## config.mk

```make
export PLATFORM = sky130hd
export DESIGN_NAME = seq_multiplier_param
export DESIGN_NICKNAME = d
export VERILOG_FILES = /design/src/rtl/seq_multiplier_param.sv
export SDC_FILE = /design/constraint.sdc
export NUM_CORES = 1
export LEC_CHECK = 0
export CORE_ASPECT_RATIO = 1.25
export CORE_MARGIN = 1.5
export CORE_UTILIZATION = 51
export CTS_CLUSTER_SIZE = 40
export DETAILED_ROUTE_END_ITERATION = 8
export GPL_TIMING_DRIVEN = 1
export PLACE_DENSITY = 0.74
export SLEW_MARGIN = 15
export SYNTH_ARGS = -nofsm -noshare
export SYNTH_HDL_FRONTEND = slang
export SYNTH_SLANG_ARGS = --single-unit
```

## constraint.sdc

```tcl
create_clock -name clock_i -period 2.9 [get_ports clock_i]
set_input_delay 0.58 -clock clock_i [delete_from_list [all_inputs] [get_ports clock_i]]
set_output_delay 0.58 -clock clock_i [all_outputs]
set_load 0.05 [all_outputs]
```

## src/rtl/seq_multiplier_param.sv

```systemverilog
// seq_multiplier_param: WIDTH x WIDTH shift-and-add multiplier with a start/done handshake
// Ports: clock_i/reset_ni (async active-low); start_i with a_i/b_i operands captured on
// acceptance; busy_o high while running; done_o one-cycle pulse when product_o updates.
// Build option: define SEQ_MULT_SIGNED_EN for two's-complement operands.
module seq_multiplier_param #(
  parameter int WIDTH = 8
) (
  input  logic               clock_i,
  input  logic               reset_ni,
  input  logic               start_i,
  input  logic [WIDTH-1:0]   a_i,
  input  logic [WIDTH-1:0]   b_i,
  output logic               busy_o,
  output logic               done_o,
  output logic [2*WIDTH-1:0] product_o
);
  localparam int CNT_W = $clog2(WIDTH + 1);
  localparam int W2 = 2 * WIDTH;
  typedef enum logic {IDLE, RUN} state_t;
  state_t state_q, state_d;
  logic [W2-1:0] mcand_q, mcand_d, acc_q, acc_d, product_q, product_d, ext, addend, sum;
  logic [WIDTH-1:0] mplier_q, mplier_d;
  logic [CNT_W-1:0] cnt_q, cnt_d;
  logic done_q, done_d, accept, run, last;
  assign accept = (state_q == IDLE) && start_i;
  assign run = (state_q == RUN);
  assign last = run && (cnt_q == CNT_W'(1));
`ifdef SEQ_MULT_SIGNED_EN
  // The multiplier's top bit carries weight -2^(WIDTH-1), so the last partial product is subtracted.
  assign ext = {{WIDTH{a_i[WIDTH-1]}}, a_i};
  assign addend = mplier_q[0] ? (last ? -mcand_q : mcand_q) : '0;
`else
  assign ext = {{WIDTH{1'b0}}, a_i};
  assign addend = mplier_q[0] ? mcand_q : '0;
`endif
  assign sum = acc_q + addend;
  always_ff @(posedge clock_i or negedge reset_ni) begin
    if (!reset_ni) begin
      state_q   <= IDLE;
      mcand_q   <= '0;
      mplier_q  <= '0;
      acc_q     <= '0;
      cnt_q     <= '0;
      product_q <= '0;
      done_q    <= 1'b0;
    end else begin
      state_q   <= state_d;
      mcand_q   <= mcand_d;
      mplier_q  <= mplier_d;
      acc_q     <= acc_d;
      cnt_q     <= cnt_d;
      product_q <= product_d;
      done_q    <= done_d;
    end
  end
  always_comb begin
    state_d = run ? (last ? IDLE : RUN) : (start_i ? RUN : IDLE);
  end
  always_comb begin
    mcand_d   = accept ? ext : run ? mcand_q << 1 : mcand_q;
    mplier_d  = accept ? b_i : run ? mplier_q >> 1 : mplier_q;
    acc_d     = accept ? '0 : run ? sum : acc_q;
    cnt_d     = accept ? CNT_W'(WIDTH) : run ? cnt_q - CNT_W'(1) : cnt_q;
    product_d = last ? sum : product_q;
    done_d    = last;
  end
  assign busy_o = run;
  assign done_o = done_q;
  assign product_o = product_q;
endmodule

```

==> run metrics <==
total congestion overflow 0; layout filler cell count between 500 and 600; proportion of power drawn by flip-flops and latches 0.373; drt drc 0; commonest non-fill, non-tap cell in the layout nand2_1; TritonCTS clock tree yes; origin of the critical flop-to-flop path mcand_q[0]; endpoints failing setup 0; cell count after placement between 400 and 500; initial standard-cell utilization of the core 0.527; cell taking the most area after synthesis dfrtp_1; final wirelength between 6000 and 7000 microns; post-synthesis cell area between 0.003 and 0.004 sq mm; most used flip-flop cell after synthesis dfrtp_1; worst reg-to-reg setup slack between 0.3 and 0.4 ns; HP Class input pin to asynchronous set/reset pin; Warnings, synthesis 0; run status finished, final reports clean; gate count of the mapped netlist between 300 and 400; number of DRC markers after the initial detailed-route iteration 109; met3 routing resource usage after global routing 0.0330; Async S/R FF share, synth 1.00; number of vias in the routed layout 2,426; Simple-Gate Fraction of Synth Area 0.154; cell types occupying the most area after synthesis dfrtp_1 48%, nand2_1 7.7%, ha_1 6.5%; multi-input gate area in the final layout 0.00161 sq mm; DRT antenna net count 0; reg2reg path depth 10; multiplexer area fraction after synthesis 0.0493; number of flip-flops and latches in the synthesized netlist 62; detailed-routing iteration count for the pre-antenna-repair pass 4; Crit Reg-Reg Endpoint acc_q[10]; total CTS buffers 9; std cell rows 32; global-route track usage on met1 0.269; Int Pwr about 2.3 mW; Clock Power Share 0.220; post-synthesis compound-gate area fraction 0.172; Worst-Skew Late Latency approximately 0.34 ns; H-tree depth reported by CTS 3; total power density per cell area about 960 mW/mm^2; Sw Pwr 1.50 mW; antenna diode count 0; RD Place Congestion a little over 0.8; setup repair after global routing missed its margin no; share of the clock period used by the worst path after layout 0.875; vias in the first global route roughly 2,400; Cell Chain, Critical Path and2_1, ha_1, fa_1, a21oi_1, o22ai_1, nor2_2, o21ai_2, a311oi_1, xor2_1, o21ai_1; Core Footprint 0.00617 sq mm; via-per-instance ratio 5.27; stage delay of the slowest cell on the critical path 0.41 ns; switching portion of total power 0.400; average size of a mapped cell 9.78 sq um; number of hold violations in the final report 0; GR Layer Usage met2 0.329; launching element type of the critical path register; Max Clock Skew ~0.0056 ns; combinational share of power 0.406; detailed-route wire length per cell 13.3 microns; setup_tns 0 ns; critical path required time between 3 and 4 ns; first-pass GRT wire length about 11,000 microns; clock sink count 62; clock tree buffer depth 2; signal arrival time at the worst endpoint roughly 2.8 ns; start-to-end type of the worst setup path register to register; final critical-path required period about 2.5 ns; Final Slew Violations 0; layout cell share with drive strength beyond 1 0.0907; area share of the leading cell type in the synthesized netlist 0.478; number of buffer cells added on primary ports 36; die span in y 92.2 microns; maximum number of pins on one net before global-route repair a little over 50; max capacitance violation total 0; Sequential Area roughly 0.0016 sq mm; leakage power of the design between 1.5 and 2 nW; post-synthesis adder-cell area fraction 0.0716; pin slew with the least headroom to its limit between 0.6 and 0.7 ns; Die ar. about 0.0069 sq mm; final standard cell count with taps included and fillers excluded 460; total number of nets in the final design roughly 400; Rel. slew slack 0.544; Post-CTS Hold Fix Bufs 0; EDFF count, synth 0; post-synthesis sequential area ratio 0.478; kind of cell adding the most delay to the critical path compound AO/OA/AOI/OAI gates; I/O pin count 37; initial antenna violation count 0; CP Capture Type register; most used cells in the layout excluding fill and tap cells 67 x nand2_1, 62 x dfrtp_1, 34 x o21ai_0, 34 x clkdlybuf4s50_1, 21 x o21ai_1; post-synth cell types 42; highest net fanout along the worst path 3; Resized Gates After CTS 0; buffers plus inverters on the worst setup path 0; upper clock frequency limit between 300 and 400 MHz; Worst path slowest cell fa_1; area growth from synthesis to layout 20.9%; Clk pin slew, worst setup/hold paths roughly 0.070 ns; Post-Synth XOR/XNOR Area 0.0474; Root Buffer clkbuf_8; overall die width between 70 and 80 microns; HPWL after detailed placement approximately 4500 microns; combinational family with the most area after synthesis compound AO/OA/AOI/OAI gates; Total Routing Usage GR 0.208; gr busiest metal met2; number of nets produced by synthesis 369; post-CTS setup-driven buffer insertion count 0; Peak supply drop 0.433 mV
registers in the layout, indices dropped and copies added (netlist names):
register	count
mplier_q	8
acc_q	16
done_o	1
busy_o	1
product_o	16
cnt_q	4
mcand_q	16
Yosys cell counts, types with 2 or more instances:
library cell,n
a21oi_1,10
a21oi_2,2
a22o_1,2
a31oi_1,2
and2_1,16
clkbuf_1,15
dfrtp_1,62
ha_1,17
inv_1,8
mux2i_1,16
nand2_1,67
nand2b_1,8
nand3_1,4
nor2_1,8
o21ai_0,34
o21ai_1,21
or3_1,2
xnor2_1,7
xor2_1,8
logic make-up (layout without fill, tap and decap cells):
family	after synthesis	after routing
simple gates	110	110
compound gates	86	86
flops	62	62
buf+inv	24	67
fa+ha+maj	18	18
xor+xnor	16	16
mux	16	16
worst max path at each step:
| stage | slack (ns) | end | cells after the start | from |
|---|---|---|---|---|
| after floorplan | 0.52 | acc_q[10] | 10 | mplier_q[0] |
| after global routing | 0.16 | acc_q[10] | 10 | mcand_q[0] |
| after global placement | 0.39 | acc_q[10] | 10 | mcand_q[0] |
| after CTS | 0.35 | acc_q[10] | 10 | mcand_q[0] |
| final | 0.36 | acc_q[10] | 10 | mcand_q[0] |
| after detailed placement | 0.37 | acc_q[10] | 10 | mcand_q[0] |
worst register-to-register path, cell delays in order, from the launching register on:
cell and delay, ns:
dfrtp_1 0.39, and2_1 0.16, ha_1 0.20, fa_1 0.41
a21oi_1 0.21, o22ai_1 0.13, nor2_2 0.18, o21ai_2 0.11
a311oi_1 0.33, xor2_1 0.22, o21ai_1 0.08
metrics by stage:
stage          worst slack (ns)  power [mW]  instance area (sq um)  hold WS [ns]   util
3_3_place_gp              0.392        2.90                   3710         0.460  0.602
2_1_floorplan             0.522        2.49                   3250         0.284      -
4_1_cts                   0.350        3.80                   3930         0.301  0.637
6_report                  0.361        3.76                   3930         0.279  0.637
5_1_grt                   0.165        4.04                   3930         0.336  0.637
3_5_place_dp              0.371        2.96                   3710         0.472  0.602
area by class of cell:
cell class,instances,share of cell area
flip-flops and latches,62,0.395
repair buffers,43,0.106
inverters,8,0.00765
clock inverters,4,0.0178
well taps,85,0.0271
clock buffers,12,0.0370
multi-input cells,246,0.409
power groups by stage:
| stage | combinational, mW | sequential (mW) | clock (mW) |
|---|---|---|---|
| 3_5_place_dp | 1.54 | 1.42 | 0 |
| 3_3_place_gp | 1.50 | 1.40 | 0 |
| 4_1_cts | 1.54 | 1.41 | 0.843 |
| 2_1_floorplan | 0.781 | 1.71 | 0 |
| 5_1_grt | 1.71 | 1.45 | 0.879 |
| 6_report | 1.53 | 1.40 | 0.829 |
per-layer routing:
metal / part of all wire / vias to the layer above
met2: 0.48 / 70
met1: 0.44 / 1129
met3: 0.047 / 18
met4: 0.031 / 0
met5: 0 / -
li1: - / 1209
Power figures use the tool's default switching activity.
